<file path="src/rtl/heartbeat_pkg.sv">
// Shared constants and helpers for the DE1-SoC heartbeat indicator.
package heartbeat_pkg;

    localparam int STEPS        = 16;
    localparam int STEP_W       = $clog2(STEPS);
    localparam int BEAT_W       = 9;
    localparam int LUB_STEP     = 1;
    localparam int DUB_STEP     = 3;
    localparam int TICK_DIV_HW  = 5_000_000;
    localparam int TICK_DIV_SIM = 8;
    localparam int KEY_BTN_W    = 3;

    // Synchronized push-buttons, still active-low (1 = released).
    typedef struct packed {
        logic clear_n;
        logic fast_n;
        logic pause_n;
    } btn_t;

    // The "lub" and "dub" steps light the pulse LED.
    function automatic logic is_pulse_step(input logic [STEP_W-1:0] step);
        return (step == STEP_W'(LUB_STEP)) || (step == STEP_W'(DUB_STEP));
    endfunction

endpackage

</file>
<file path="src/rtl/heartbeat_sync.sv">
// Per-bit two-flop synchronizer that resets to 1 (button released).
module heartbeat_sync #(
    parameter int WIDTH = 3
) (
    input  logic             clk,
    input  logic             rst_n,
    input  logic [WIDTH-1:0] d,
    output logic [WIDTH-1:0] q
);

    logic [WIDTH-1:0] meta_reg;
    logic [WIDTH-1:0] sync_reg;

    generate
        for (genvar gi = 0; gi < WIDTH; gi++) begin : g_bit
            always_ff @(posedge clk or negedge rst_n) begin
                if (!rst_n) begin
                    meta_reg[gi] <= 1'b1;
                    sync_reg[gi] <= 1'b1;
                end else begin
                    meta_reg[gi] <= d[gi];
                    sync_reg[gi] <= meta_reg[gi];
                end
            end
        end
    endgenerate

    assign q = sync_reg;

endmodule

</file>
<file path="src/rtl/heartbeat_de1soc.sv">
// DE1-SoC heartbeat: lub-dub pulse on LEDR[0], beat count on LEDR[9:1].
// Define HEARTBEAT_SIM_EN for a short simulation-friendly step divider.
module heartbeat_de1soc
    import heartbeat_pkg::*;
#(
`ifdef HEARTBEAT_SIM_EN
    parameter int TICK_DIV = TICK_DIV_SIM
`else
    parameter int TICK_DIV = TICK_DIV_HW
`endif
) (
    input  logic       CLOCK_50,
    input  logic       CLOCK2_50,
    input  logic       CLOCK3_50,
    input  logic       CLOCK4_50,
    input  logic [3:0] KEY,
    output logic [9:0] LEDR
);

    localparam int CNT_W = $clog2(TICK_DIV);
    localparam logic [CNT_W-1:0] TERM_NORM = CNT_W'(TICK_DIV - 1);
    localparam logic [CNT_W-1:0] TERM_FAST = CNT_W'(TICK_DIV / 4 - 1);
    localparam logic [STEP_W-1:0] LAST_STEP = STEP_W'(STEPS - 1);

    logic clk;
    logic rst_n;
    logic unused_clks;

    assign clk         = CLOCK_50;
    assign rst_n       = KEY[0];
    assign unused_clks = ^{CLOCK2_50, CLOCK3_50, CLOCK4_50};

    logic [KEY_BTN_W-1:0] key_sync;
    btn_t                 btn;
    logic                 pause;
    logic                 fast;
    logic                 clear;

    heartbeat_sync #(
        .WIDTH (KEY_BTN_W)
    ) u_key_sync (
        .clk   (clk),
        .rst_n (rst_n),
        .d     (KEY[3:1]),
        .q     (key_sync)
    );

    assign btn   = btn_t'(key_sync);
    assign pause = ~btn.pause_n;
    assign fast  = ~btn.fast_n;
    assign clear = ~btn.clear_n;

    logic [CNT_W-1:0]  tick_cnt_reg, tick_cnt_next;
    logic [STEP_W-1:0] step_reg, step_next;
    logic [BEAT_W-1:0] beat_reg, beat_next;
    logic [CNT_W-1:0]  term_last;
    logic              terminal;
    logic              tick;

    // ">=" rather than "==" so dropping into fast rate above the new
    // terminal count wraps on the very next cycle.
    assign term_last = fast ? TERM_FAST : TERM_NORM;
    assign terminal  = (tick_cnt_reg >= term_last);
    assign tick      = ~pause & terminal;

    always_comb begin
        tick_cnt_next = tick_cnt_reg;
        step_next     = step_reg;
        beat_next     = beat_reg;
        if (!pause) begin
            if (terminal) begin
                tick_cnt_next = '0;
            end else begin
                tick_cnt_next = tick_cnt_reg + 1'b1;
            end
            if (tick) begin
                step_next = step_reg + 1'b1;
            end
            // Clear wins over the increment on the wrapping tick.
            if (clear) begin
                beat_next = '0;
            end else if (tick && (step_reg == LAST_STEP)) begin
                beat_next = beat_reg + 1'b1;
            end
        end
    end

    always_ff @(posedge clk or negedge rst_n) begin
        if (!rst_n) begin
            tick_cnt_reg <= '0;
            step_reg     <= '0;
            beat_reg     <= '0;
        end else begin
            tick_cnt_reg <= tick_cnt_next;
            step_reg     <= step_next;
            beat_reg     <= beat_next;
        end
    end

    assign LEDR = {beat_reg, is_pulse_step(step_reg)};

endmodule

</file>
<file path="config.mk">
export PLATFORM = sky130hd
export DESIGN_NAME = heartbeat_de1soc
export DESIGN_NICKNAME = d
export VERILOG_FILES = /design/src/rtl/heartbeat_pkg.sv /design/src/rtl/heartbeat_sync.sv /design/src/rtl/heartbeat_de1soc.sv
export SDC_FILE = /design/constraint.sdc
export NUM_CORES = 1
export LEC_CHECK = 0
export ABC_AREA = 1
export BUFFER_PORTS_ARGS = -buffer_cell sky130_fd_sc_hd__buf_2
export CORE_MARGIN = 8
export CORE_UTILIZATION = 50
export DETAILED_ROUTE_END_ITERATION = 8
export GPL_ROUTABILITY_DRIVEN = 1
export PLACE_DENSITY = 0.71
export SLEW_MARGIN = 20
export SYNTH_ARGS = -nofsm -noshare
export SYNTH_HDL_FRONTEND = slang
export SYNTH_SLANG_ARGS = --single-unit
</file>
<file path="constraint.sdc">
create_clock -name CLOCK_50 -period 2.4 [get_ports CLOCK_50]
set_input_delay 0.24 -clock CLOCK_50 [delete_from_list [all_inputs] [get_ports CLOCK_50]]
set_output_delay 0.24 -clock CLOCK_50 [all_outputs]
set_load 0.005 [all_outputs]
</file>
# After elaboration in Yosys (flattened, before gate mapping)

Cells that the tools add are included.

Add/subtract/negate cells: 3
$mul: 0
Divide/modulo/power cells: 0
Magnitude comparators: 1
Equality and inequality tests: 4
Shift operators: 0
Mux-type cells: 4
Bitwise logic cells: 1
Reductions and logical operators: 4

Operator list:

| cell                                                | count |
|---|---|
| 2-to-1 mux 23 bit                                   | 2 |
| adder 23 x 1 -> 23 bit, second input constant       | 1 |
| >= comparator 23 bit                                | 1 |
| 2-to-1 mux 9 bit                                    | 2 |
| adder 9 x 1 -> 9 bit, second input constant         | 1 |
| adder 4 x 1 -> 4 bit, second input constant         | 1 |
| equality test 4 x 1 -> 1 bit, second input constant | 1 |
| equality test 4 x 2 -> 1 bit, second input constant | 1 |
| equality test 4 bit, second input constant          | 1 |
| AND reduction 2 bit                                 | 2 |
| != test 2 bit, second input constant                | 1 |
| bitwise AND 1 bit                                   | 1 |
| logical AND 1 bit                                   | 1 |
| logical OR 1 bit                                    | 1 |

Register bits: 42
Bits in latches: 0
RAM bits: 0
Memory bits (read-only): 0
Input port bits: 8
Logic and storage cells: 26
Memories kept: 0

# Depth between registers and ports, before layout

Gate-level depths: netlist of run 1.

Word-level depth: 6
Depth in mapped cells: 15
Mapped depth without buffers: 15

# Hierarchy

Synthesis of run 1 repeated with hierarchy kept, for this count alone.

Cells, all modules: 342
Area total of the unflattened synthesis: 2591.2 um^2

By module, submodules not included:

| module           | instances | cells an instance | area each (um^2) |
|---|---|---|---|
| heartbeat_de1soc | 1         | 336               | 2433.6 |
| heartbeat_sync   | 1         | 6                 | 157.7 |

# Worst setup path after synthesis of run 1

No wires, ideal clock.

Path kind: reg2reg
Start point: reg u_key_sync.sync_reg[1] (netlist: u_key_sync.q[1])
End point: reg tick_cnt_reg[11]
Arrival: 2002 ps
Slack: 280 ps
Cell stages (with the launch flop): 13
Buffers on the path: 1
Clock period less this slack: 2120 ps
Cells stage by stage: dfstp_2 > inv_1 > ha_1 > nand2_1 > inv_1 > nand2_1 > nor3_1 > nand3_1 > nand3_2 > nand2_1 > inv_1 > buf_4 > nor2_1

Longest elaborated chain between the ends: 3

RTL lines:

| element                           | RTL line               | source |
|---|---|---|
| from (decl)                       | heartbeat_sync.sv:12   | `logic [WIDTH-1:0] sync_reg;` |
| from (signal, indexed assignment) | heartbeat_sync.sv:22   | `sync_reg[gi] <= meta_reg[gi];` |
| 2-to-1 mux 23 bit                 | heartbeat_de1soc.sv:62 | `assign term_last = fast ? TERM_FAST : TERM_NORM;` |
| >= comparator 23 bit              | heartbeat_de1soc.sv:63 | `assign terminal = (tick_cnt_reg >= term_last);` |
| 2-to-1 mux 23 bit                 | heartbeat_de1soc.sv:71 | `if (terminal) begin` |
| to (signal assigned)              | heartbeat_de1soc.sv:94 | `tick_cnt_reg <= tick_cnt_next;` |
| to (decl)                         | heartbeat_de1soc.sv:53 | `logic [CNT_W-1:0] tick_cnt_reg, tick_cnt_next;` |

Every way passes these cells.
A chain may end at the register's enable or synchronous reset.

# Worst setup path in the final report of run 1

Start point: reg u_key_sync.sync_reg[1] (netlist: u_key_sync.q[1])
End point: reg beat_reg[7]

Longest elaborated chain between the ends: 6

RTL lines:

| element                       | RTL line               | source |
|---|---|---|
| 2-to-1 mux 23 bit             | heartbeat_de1soc.sv:62 |  |
| >= comparator 23 bit          | heartbeat_de1soc.sv:63 |  |
| bitwise AND 1 bit             | heartbeat_de1soc.sv:64 | `assign tick = ~pause & terminal;` |
| logical AND 1 bit             | heartbeat_de1soc.sv:82 | `end else if (tick && (step_reg == LAST_STEP)) begin` |
| != test 2 bit (no line)       | --                     |  |
| AND reduction 2 bit (no line) | --                     |  |
| to (signal assigned)          | heartbeat_de1soc.sv:96 | `beat_reg <= beat_next;` |
| to (decl)                     | heartbeat_de1soc.sv:55 | `logic [BEAT_W-1:0] beat_reg, beat_next;` |

Every way passes these cells.

==> metrics.md, run 1 <==
| Metric | Value |
|---|---|
| Run status | `finished, final reports clean` |
| Dpl cells | `~430` |
| Fin cells | `438` |
| Multi-input logic area | `between 1000 and 1500 µm²` |
| Nets | `~390` |
| CP Cell Sequence | `clkinvlp_4 -> buf_12 -> ha_4 -> nand2_1 -> inv_2 -> nand2_2 -> nor3_4 -> nand3_2 -> nand3_4 -> nand3_4 -> nand2_8 -> nand2_8 -> nand2_1 -> nand2_1` |
| CTS root buffer | `clkbuf_8` |
| Worst r2r dst | `beat_reg[7]` |
| Synthesis-to-layout area growth | `17.6%` |
| Skew-Pair Late Insertion Delay | `about 0.29 ns` |
| Critical path buffers and inverters | `3` |
| Most Crowded Layer GR | `met2` |
| Leak | `about 1.6 nW` |
| Post-Syn Instances | `roughly 340` |
| Initial core utilization | `0.514` |
| Final Cycle Share | `0.966` |
| Mapped cell area | `2590 µm²` |
| Initial antenna violation count | `0` |
| Worst vdd ir | `563 µV` |
| Max reg flops | `23` |
| Layout fillers | `451` |
| Vias per cell | `between 5 and 6` |
| Post-Route WL | `roughly 5300 µm` |
| Synth cell count leaders | `nand2_1, nor2_1, inv_1` |
| Syn nets | `~370` |
| Pwr per Cell Area | `around 550 nW/µm²` |
| Max-slew violation count | `0` |
| Vias in the first global route | `between 2000 and 2500` |
| Hold/Removal Path Class | `in -> reg` |
| Sequential cell area | `approximately 1100 µm²` |
| Rows | `26` |
| CP endpoint kind | `register` |
| DR pass1 iterations | `4` |
| Starting DRT DRC Count | `159` |
| DRT antenna net count | `0` |
| GRT Util Overall | `0.147` |
| CTS max path bufs | `2` |
| Critical path's top delay family | `simple AND/OR/NAND/NOR gates` |
| Synth Register Bits | `42` |
| Hold_ws | `roughly 0.036 ns` |
| Max-cap viol count | `0` |
| Hold Buf Count CTS | `0` |
| R2R Path Start | `u_key_sync.q[1]` |
| Pwr Total | `between 1.5 and 2 mW` |
| CP endpoint | `beat_reg[7]` |
| Ys flop type | `dfrtp_1` |
| EDFF count, synth | `0` |
| Placer congestion estimate | `0.882` |
| Met2 usage | `0.246` |
| Share of cells above drive strength 1 | `0.177` |
| Per-cell routed wire length | `12.2 µm` |
| Die width | `about 90 µm` |
| Via count | `between 2000 and 2500` |
| I/O Buffers | `14` |
| CP Launch Point | `u_key_sync.q[1]` |
| Startpoint Class | `register` |
| CP Class | `reg -> reg` |
| Max_slew headroom | `0.391` |
| DP Area | `about 2800 µm²` |
| GRT overflow | `0` |
| Async set-reset flop share out of synthesis | `1.00` |
| Synth Warn # | `0` |
| H-tree Lvls | `2` |
| Core ar. | `5040 µm²` |
| Top-count cell post-synth | `nand2_1` |
| Reg2Reg Depth | `14` |
| CTS tree | `done` |
| Fmax achieved | `roughly 430 MHz` |
| Grt met1 use | `0.184` |
| Hold Vio Cnt, Final | `0` |
| Grt met3 use | `0.0310` |
| First-pass GRT wire length | `9050 µm` |
| Final Instance Area | `around 3000 µm²` |
| Num CTS Buffers | `5` |
| Crit path depth | `14` |
| Final Critical Period | `roughly 2.3 ns` |
| Crit-path slowest cell | `dfstp_2` |
| Crit path largest cell delay | `~0.56 ns` |
| Worst-path clk slew | `0.08 ns` |
| Final Setup Violations | `0` |
| ANT cells | `0` |
| Pin count of the biggest net entering global routing | `43` |
| Req. time, crit path | `between 2 and 3 ns` |
| Area leader, netlist | `dfrtp_1` |
| Die height | `between 80 and 90 µm` |
| Post-synthesis sequential area ratio | `0.408` |
| Synth cell types | `30` |
| I/O pin count | `18` |
| Reg2reg setup slack | `0.08 ns` |
| Worst-Margin Slew | `about 0.9 ns` |
| Die area | `between 7000 and 8000 µm²` |
| Worst Skew | `roughly 0.0074 ns` |
| Num Clock Sinks | `42` |
| Synth area leaders | `dfrtp_1, nand2_1, ha_1, nor2_1, dfstp_2` |
| Max FO, Critical Path | `9` |
| Avg Inst Size Synth | `7.61 µm²` |
| CP most frequent cell | `nand2_1` |
| DRC Markers | `0` |
| Crit path arrival time | `approximately 2.5 ns` |
| Post-DP HPWL | `between 3000 and 4000 µm` |
| Synth top area share | `0.347` |
## worst min path at each step
| stage | start | endpoint | slack, ns | cells past startpoint |
|---|---|---|---|---|
| after global routing | KEY[1] | u_key_sync.meta_reg[0] | 0.03 | 1 |
| final | KEY[3] | u_key_sync.meta_reg[2] | 0.04 | 1 |
| after CTS | KEY[1] | u_key_sync.meta_reg[0] | 0.03 | 1 |
| after global placement | KEY[3] | u_key_sync.meta_reg[2] | 0.34 | 1 |
| after floorplan | KEY[0] | beat_reg[0] | -0.06 | 0 |
| after detailed placement | KEY[1] | u_key_sync.meta_reg[0] | 0.35 | 1 |
## worst reg2reg max path, stage by stage (launching register included)
cell        delay [ns]
dfstp_2           0.56
clkinvlp_4        0.13
buf_12            0.16
ha_4              0.25
nand2_1           0.06
inv_2             0.08
nand2_2           0.08
nor3_4            0.22
nand3_2           0.12
nand3_4           0.14
nand3_4           0.11
nand2_8           0.12
nand2_8           0.07
nand2_1           0.07
nand2_1           0.05
## report_power, final
part	internal [mW]	switching (mW)	total, mW
combinational	0.106	0.163	0.269
sequential	0.768	0.0710	0.839
clock	0.310	0.244	0.554
total	1.18	0.478	1.66
## cell families (layout without fill, tap and decap cells)
group,count (synthesis),count (layout),synth area share
buf+inv,45,71,0.0670
compound gates,23,23,0.0458
fa+ha+maj,18,18,0.0868
xor+xnor,13,13,0.0439
flops,42,42,0.408
simple gates,200,201,0.348
## cell type report
class | count | share of cell area
clock buffer | 6 | 0.0238
tap | 70 | 0.0287
multi-input combinational | 255 | 0.484
sequential | 42 | 0.347
clock inverter | 2 | 0.0123
timing repair buffer | 22 | 0.0521
inverter | 41 | 0.0517
## through the flow
| stage | TNS [ns] | worst slack [ns] | util |
|---|---|---|---|
| after detailed placement | 0 | 0.0856 | 0.550 |
| after global placement | 0 | 0.118 | 0.550 |
| after global routing | -0.128 | -0.0269 | 0.605 |
| after CTS | 0 | 0.0638 | 0.572 |
| after floorplan | 0 | 0.280 | - |
| final | 0 | 0.0826 | 0.605 |
## timing repair
action                                  CTS  global route
gates resized for setup                   0            24
buffers inserted                          0             4
endpoints found under the setup margin    0            32
## per-layer routing
metal  share of wire  vias to the layer above  routed length [µm]
li1                -                     1145                   -
met2            0.47                       28                2510
met1            0.48                     1015                2560
met4           0.021                        0                 110
met5               0                        -                   0
met3           0.030                       12                 160
## layout by cell type, fill, tap and decap left out, types with 2 or more instances in the layout
cell type	instances
a21oi_1	14
o21ai_0	7
nor3b_2	2
inv_2	4
nand3_2	4
clkinvlp_4	2
nand2_1	93
nand4_1	5
xor2_1	7
nor3b_1	2
inv_1	36
nand3_1	24
nor3_4	3
nor2_1	41
nand2_2	4
buf_4	5
nor3_1	11
dfstp_2	6
dfrtp_1	36
buf_12	2
ha_1	16
ha_4	2
nor2_2	5
nand3_4	2
buf_2	14
nand2_8	2
clkbuf_8	5
xnor2_1	6
(Power assumes the default switching activity.)
==> inputs of run 2 (changes only) <==
==> constraint.sdc (replaced) <==
create_clock -name CLOCK_50 -period 2.4 [get_ports CLOCK_50]
set_input_delay 0.12 -clock CLOCK_50 [delete_from_list [all_inputs] [get_ports CLOCK_50]]
set_output_delay 0.12 -clock CLOCK_50 [all_outputs]
set_load 0.005 [all_outputs]
==> run 2 against run 1 <==
Net effect:
- non-clock buffer count is 3 higher
- sequential power about the same
- worst hold slack improved by 0.32 ns
- largest cell class unchanged
- largest power group unchanged
- utilization rose by 0.20 points
==> metrics.md, run 2 (synthesized netlist as in run 1, its figures left out) <==
| Metric | Value |
|---|---|
| Run status | `finished, final reports clean` |
| I/O Buffers | `14` |
| Vias in the first global route | `just over 2000` |
| Die area | `roughly 7700 µm²` |
| Post-DP HPWL | `~3700 µm` |
| Multi-input logic area | `roughly 1500 µm²` |
| Combinational Power Share | `0.161` |
| Pin count of the biggest net entering global routing | `43` |
| Sw Pwr | `0.490 mW` |
| Crit path arrival time | `about 2.5 ns` |
| CTS tree | `done` |
| Die width | `88.0 µm` |
| Worst Skew | `0.00868 ns` |
| Worst-Margin Slew | `between 0.9 and 1 ns` |
| Reg power frac | `0.499` |
| Rows | `26` |
| Max_slew headroom | `0.398` |
| Synthesis-to-layout area growth | `17.9%` |
| Via count | `approximately 2200` |
| CTS root buffer | `clkbuf_8` |
| Num CTS Buffers | `5` |
| Starting DRT DRC Count | `~130` |
| Crit-path slowest cell | `dfstp_2` |
| Max-cap viol count | `0` |
| Worst-path clk slew | `~0.08 ns` |
| Reg2reg setup slack | `0.05 ns` |
| CP endpoint kind | `register` |
| First-pass GRT wire length | `about 9300 µm` |
| Pwr Total | `around 1.7 mW` |
| Commonest non-fill, non-tap cell in the layout | `nand2_1` |
| Hold path cells | `0` |
| Max FO, Critical Path | `14` |
| DR pass1 iterations | `4` |
| ANT cells | `0` |
| DRT antenna net count | `0` |
| Pwr per Cell Area | `about 550 nW/µm²` |
| I/O pin count | `18` |
| Final Critical Period | `about 2.3 ns` |
| CTS max path bufs | `2` |
| Clk pwr share | `0.340` |
| H-tree Lvls | `2` |
| CP Class | `reg -> reg` |
| Max-slew violation count | `0` |
| Fmax achieved | `roughly 430 MHz` |
| Per-cell routed wire length | `12.1 µm` |
| Sw Ratio | `0.292` |
| Startpoint Class | `register` |
| Vias per cell | `around 5.0` |
| Final Core Density | `0.607` |
| Placer congestion estimate | `around 0.87` |
| Req. time, crit path | `between 2 and 3 ns` |
| Hold Vio Cnt, Final | `0` |
| Core ar. | `between 5000 and 6000 µm²` |
| Sequential cell area | `around 1100 µm²` |
| Nets | `approximately 400` |
| Num Clock Sinks | `42` |
| RSZ-0062 raised after global routing | `true` |
| Skew-Pair Late Insertion Delay | `roughly 0.3 ns` |
| Initial antenna violation count | `0` |
| Post-Route WL | `approximately 5300 µm` |
| Worst r2r dst | `tick_cnt_reg[3]` |
| DRC Markers | `0` |
| Crit path largest cell delay | `around 0.57 ns` |
| Share of cells above drive strength 1 | `0.156` |
| Min-Delay Endpoint | `u_key_sync.q[1]` |
| Die height | `between 80 and 90 µm` |
| GRT overflow | `0` |
| GRT Util Overall | `0.151` |
| P_int | `between 1 and 1.5 mW` |
| Reg2Reg Depth | `13` |
| Layout fillers | `roughly 450` |
| Initial core utilization | `0.514` |
| Max reg flops | `23` |
| Worst vdd ir | `~470 µV` |
| Most frequent cells in the layout | `nand2_1, nor2_1, inv_1` |
| R2R Path Start | `u_key_sync.q[1]` |
| Final Cycle Share | `0.978` |
| Hold/Removal Path Class | `reg -> reg` |
| CP Cell Sequence | `clkinvlp_4 -> buf_12 -> ha_1 -> inv_1 -> nor2_1 -> nand2_1 -> nor2_1 -> nand3_1 -> nand3_4 -> nand2_1 -> inv_1 -> buf_12 -> nor3_1` |
| Final Setup Violations | `0` |
| Leak | `roughly 1.6 nW` |
| Hold path start | `u_key_sync.meta_reg[1]` |
[run 2: routing by layer]
| layer | vias to the layer above | part of all wire | global-route usage | routed length (µm) |
|---|---|---|---|---|
| met5 | - | 0 | 0 | 0 |
| met4 | 0 | 0.0095 | 0.0369 | 51 |
| met3 | 6 | 0.031 | 0.0319 | 167 |
| met2 | 27 | 0.48 | 0.250 | 2550 |
| met1 | 1008 | 0.48 | 0.196 | 2570 |
| li1 | 1155 | - | - | - |
[run 2: critical path: cells and delay by family, from the launching register on]
family / cells / cell delay (ns)
simple gates: 7 / 0.76
fa+ha+maj: 1 / 0.30
buf+inv: 5 / 0.57
flops: 1 / 0.57
[run 2: worst max path at each step]
stage	start	to	slack, ns	cells after the start
2_1_floorplan	u_key_sync.q[1]	tick_cnt_reg[11]	0.28	12
3_3_place_gp	u_key_sync.q[1]	beat_reg[4]	0.13	13
3_5_place_dp	u_key_sync.q[1]	beat_reg[0]	0.06	13
4_1_cts	u_key_sync.q[1]	beat_reg[0]	0.04	13
5_1_grt	u_key_sync.q[1]	tick_cnt_reg[3]	-0.04	13
6_report	u_key_sync.q[1]	tick_cnt_reg[3]	0.05	13
[run 2: repair_timing]
action                     in CTS  in global routing
buffers inserted                0                  3
setup endpoints to repair       0                 28
hold buffers                    4                  0
hold endpoints to repair       39                  0
gates resized for setup         0                 13
[run 2: power groups by stage]
stage / clock [mW] / sequential, mW / combinational, mW
final: 0.570 / 0.837 / 0.270
after global routing: 0.620 / 0.850 / 0.319
after CTS: 0.585 / 0.835 / 0.255
after detailed placement: 0 / 0.849 / 0.249
after global placement: 0 / 0.847 / 0.239
after floorplan: 0 / 0.837 / 0.180
[run 2: stage by stage]
stage,hold slack [ns],setup WS [ns],std cells,setup TNS [ns],cell area (µm²)
2_1_floorplan,-0.176,0.280,341,0,2590
3_3_place_gp,0.225,0.127,425,0,2770
3_5_place_dp,0.227,0.0642,425,0,2770
4_1_cts,0.360,0.0444,437,0,2930
5_1_grt,0.362,-0.0401,441,-0.463,3060
6_report,0.358,0.0535,441,0,3060
[run 2: layout make-up]
type                       count  share of cell area
clock buffer                   5              0.0225
clock inverter                 3              0.0143
inverter                      41              0.0515
multi-input combinational    255               0.476
sequential                    42               0.346
tap                           70              0.0286
timing repair buffer          25              0.0613
==> inputs of run 3 (changes only) <==
--- a/config.mk
+++ b/config.mk
@@ -11,8 +11,9 @@
 export CORE_UTILIZATION = 50
 export DETAILED_ROUTE_END_ITERATION = 8
 export GPL_ROUTABILITY_DRIVEN = 1
-export PLACE_DENSITY = 0.71
+export PLACE_DENSITY = 0.74
 export SLEW_MARGIN = 20
 export SYNTH_ARGS = -nofsm -noshare
 export SYNTH_HDL_FRONTEND = slang
+export SYNTH_HIERARCHICAL = 1
 export SYNTH_SLANG_ARGS = --single-unit
==> constraint.sdc (replaced) <==
create_clock -name CLOCK_50 -period 1.9 [get_ports CLOCK_50]
set_input_delay 0.095 -clock CLOCK_50 [delete_from_list [all_inputs] [get_ports CLOCK_50]]
set_output_delay 0.095 -clock CLOCK_50 [all_outputs]
set_load 0.005 [all_outputs]
==> run 3 against run 2 <==
Net effect:
- the flow now finishes with violations (setup timing)
- critical path type unchanged
- clock skew is 0.0029 ns higher
- worst setup slack worse by 0.36 ns
- largest cell class unchanged
- sequential share of layout area is 4.3 points lower
- synthesized area hardly changed
- critical path depth is 3 higher
==> metrics.md, run 3 <==
| Metric | Value |
|---|---|
| Via count | `about 2400` |
| Final setup margin | `-0.308 ns` |
| Failing checks | `setup timing` |
| Met2 routed WL | `3360 µm` |
| Die area | `~7700 µm²` |
| Sw Pwr | `a little over 0.7 mW` |
| ANT cells | `0` |
| CTS tree | `done` |
| Initial core utilization | `0.514` |
| Most frequent cells in the layout | `nand2_1, dfrtp_1, inv_1` |
| Hold path cells | `0` |
| CP endpoint kind | `register` |
| I/O pin count | `18` |
| Max_slew headroom | `0.475` |
| Num Clock Sinks | `42` |
| Ys flop type | `dfrtp_1` |
| Top-count cell post-synth | `nand2_1` |
| Synthesis-to-layout area growth | `34.9%` |
| Async set-reset flop share out of synthesis | `1.00` |
| Pwr Total | `between 2 and 2.5 mW` |
| Worst-Margin Slew | `around 0.8 ns` |
| Reg2Reg Depth | `16` |
| Pwr per Cell Area | `~650 nW/µm²` |
| Starting DRT DRC Count | `113` |
| P_int | `1.58 mW` |
| Pin count of the biggest net entering global routing | `36` |
| CTS root buffer | `clkbuf_8` |
| Final Instance Area | `roughly 3500 µm²` |
| Multi-input logic area | `about 1700 µm²` |
| Synth cell count leaders | `nand2_1, nor2_1, inv_1` |
| Run status | `complete, but fails checks` |
| Core ar. | `5040 µm²` |
| Worst vdd ir | `562 µV` |
| Final Cycle Share | `1.16` |
| Commonest non-fill, non-tap cell in the layout | `nand2_1` |
| Final Setup Violations | `36` |
| Vias in the first global route | `2289` |
| Post-Syn Instances | `approximately 340` |
| R2R Path Start | `u_key_sync/q[1]` |
| Setup tns final | `-8.93 ns` |
| DR pass1 iterations | `4` |
| Sequential cell area | `1060 µm²` |
| Layout fillers | `around 380` |
| Nets | `421` |
| Synth cell types | `30` |
| Reg power frac | `0.467` |
| Max-cap viol count | `0` |
| Worst r2r dst | `beat_reg[3]` |
| Rows | `26` |
| Post-DP HPWL | `4310 µm` |
| GRT Util Overall | `0.169` |
| Hold path start | `u_key_sync/meta_reg[1]` |
| DP Area | `~3000 µm²` |
| Synth Register Bits | `42` |
| Num CTS Buffers | `5` |
| Fin cells | `approximately 470` |
| Worst-path clk slew | `about 0.090 ns` |
| Min-Delay Endpoint | `u_key_sync/q[1]` |
| CP Class | `reg -> reg` |
| Synth top area share | `0.348` |
| RSZ-0062 raised after global routing | `true` |
| DRC Markers | `0` |
| Max FO, Critical Path | `8` |
| Hold_ws | `0.352 ns` |
| Fmax achieved | `453 MHz` |
| Clk pwr share | `0.318` |
| Leak | `between 1.5 and 2 nW` |
| Hold Vio Cnt, Final | `0` |
| Startpoint Class | `register` |
| Die height | `between 80 and 90 µm` |
| Sw Ratio | `0.309` |
| First-pass GRT wire length | `10200 µm` |
| Req. time, crit path | `around 2.1 ns` |
| Max reg flops | `23` |
| Syn nets | `368` |
| Die width | `approximately 88 µm` |
| Per-cell routed wire length | `around 14 µm` |
| Vias per cell | `slightly above 5` |
| Share of cells above drive strength 1 | `0.313` |
| Skew-Pair Late Insertion Delay | `approximately 0.30 ns` |
| Top Layer Used | `met4` |
| Placer congestion estimate | `around 0.85` |
| DRT antenna net count | `0` |
| Area leader, netlist | `dfrtp_1` |
| Initial antenna violation count | `0` |
| DR WL met3 | `331 µm` |
| Avg Inst Size Synth | `7.58 µm²` |
| Post-synthesis sequential area ratio | `0.408` |
| I/O Buffers | `14` |
| Post-Route WL | `approximately 6700 µm` |
| Synth area leaders | `dfrtp_1, nand2_1, ha_1, nor2_1, dfstp_2` |
| H-tree Lvls | `2` |
| Crit path arrival time | `approximately 2.4 ns` |
| Max-slew violation count | `0` |
| Synth Warn # | `6` |
| EDFF count, synth | `0` |
| Mapped cell area | `about 2600 µm²` |
| Final Critical Period | `about 2.2 ns` |
| Worst Skew | `0.0116 ns` |
| CTS max path bufs | `2` |
| Dpl cells | `447` |
| Metal1 wirelength | `approximately 2900 µm` |
| Reg2reg setup slack | `-0.31 ns` |
| Hold/Removal Path Class | `reg -> reg` |
| Combinational Power Share | `0.215` |
| GRT overflow | `0` |
## run 3: changes by cell type in the layout (fill, tap and decap cells not counted), moves of 6 or more
cell,previous run,this run
nor2_2,3,9
buf_4,5,23
ha_4,4,10
nand2_2,1,17
nor2_1,43,34
nand2_1,96,79
ha_1,14,8
## run 3: cell type report
type	count	area share
timing repair buffer	48	0.108
inverter	42	0.0480
multi-input combinational	256	0.484
clock buffer	5	0.0197
tap	70	0.0251
sequential	42	0.303
clock inverter	3	0.0125
## run 3: through the flow
step                 util  worst slack, ns
floorplan               -          -0.0775
global placement    0.587           -0.223
detailed placement  0.587           -0.257
CTS                 0.625           -0.232
global route        0.693           -0.418
finish              0.693           -0.308
## run 3: worst max path at each step
stage	start	end	slack, ns	cells after the start
detailed placement	u_key_sync/q[1]	tick_cnt_reg[5]	-0.26	12
floorplan	u_key_sync/q[1]	beat_reg[0]	-0.08	13
global placement	u_key_sync/q[1]	tick_cnt_reg[2]	-0.22	12
global route	u_key_sync/q[1]	tick_cnt_reg[12]	-0.42	12
CTS	u_key_sync/q[1]	beat_reg[3]	-0.23	15
finish	u_key_sync/q[1]	beat_reg[3]	-0.31	16
## run 3: cells by family (layout without fill, tap and decap cells)
logic type / Yosys count / after routing / share of synthesized area
fa+ha+maj: 18 / 18 / 0.0869
compound gates: 23 / 23 / 0.0459
buf+inv: 46 / 98 / 0.0686
flops: 42 / 42 / 0.408
xor+xnor: 13 / 13 / 0.0439
simple gates: 200 / 202 / 0.346
## run 3: worst max-delay path, cell delays in order (launching register included)
cell and delay, ns:
dfstp_2 0.65, inv_8 0.11, ha_4 0.29, buf_4 0.11
nand2_1 0.05, nand2_1 0.05, nand2_1 0.06, nand2_1 0.06
nand2_1 0.05, nand2_1 0.07, nand2_2 0.06, nand3_4 0.10
nand3_4 0.12, nand2_8 0.13, nand2_8 0.08, nand2_2 0.07
nand2_2 0.04
## run 3: per-layer routing
layer | vias to the layer above | track usage
li1 | 1206 | -
met1 | 1109 | 0.217
met2 | 56 | 0.275
met3 | 12 | 0.0366
met4 | 0 | 0.0516
met5 | - | 0
## run 3: power groups by stage
| stage | registers, mW | clock network [mW] | logic, mW |
|---|---|---|---|
| detailed placement | 1.07 | 0 | 0.360 |
| CTS | 1.06 | 0.735 | 0.372 |
| global placement | 1.07 | 0 | 0.349 |
| floorplan | 1.06 | 0 | 0.231 |
| finish | 1.07 | 0.729 | 0.492 |
| global route | 1.08 | 0.772 | 0.556 |
## run 3: repair_timing
item | in CTS | in global routing
endpoints found under the hold margin | 30 | 0
cloned | 1 | 3
hold buffers | 4 | 0
setup endpoints to repair | 35 | 36
pin swaps | 3 | 23
setup buffers | 2 | 1
gates resized for setup | 4 | 66
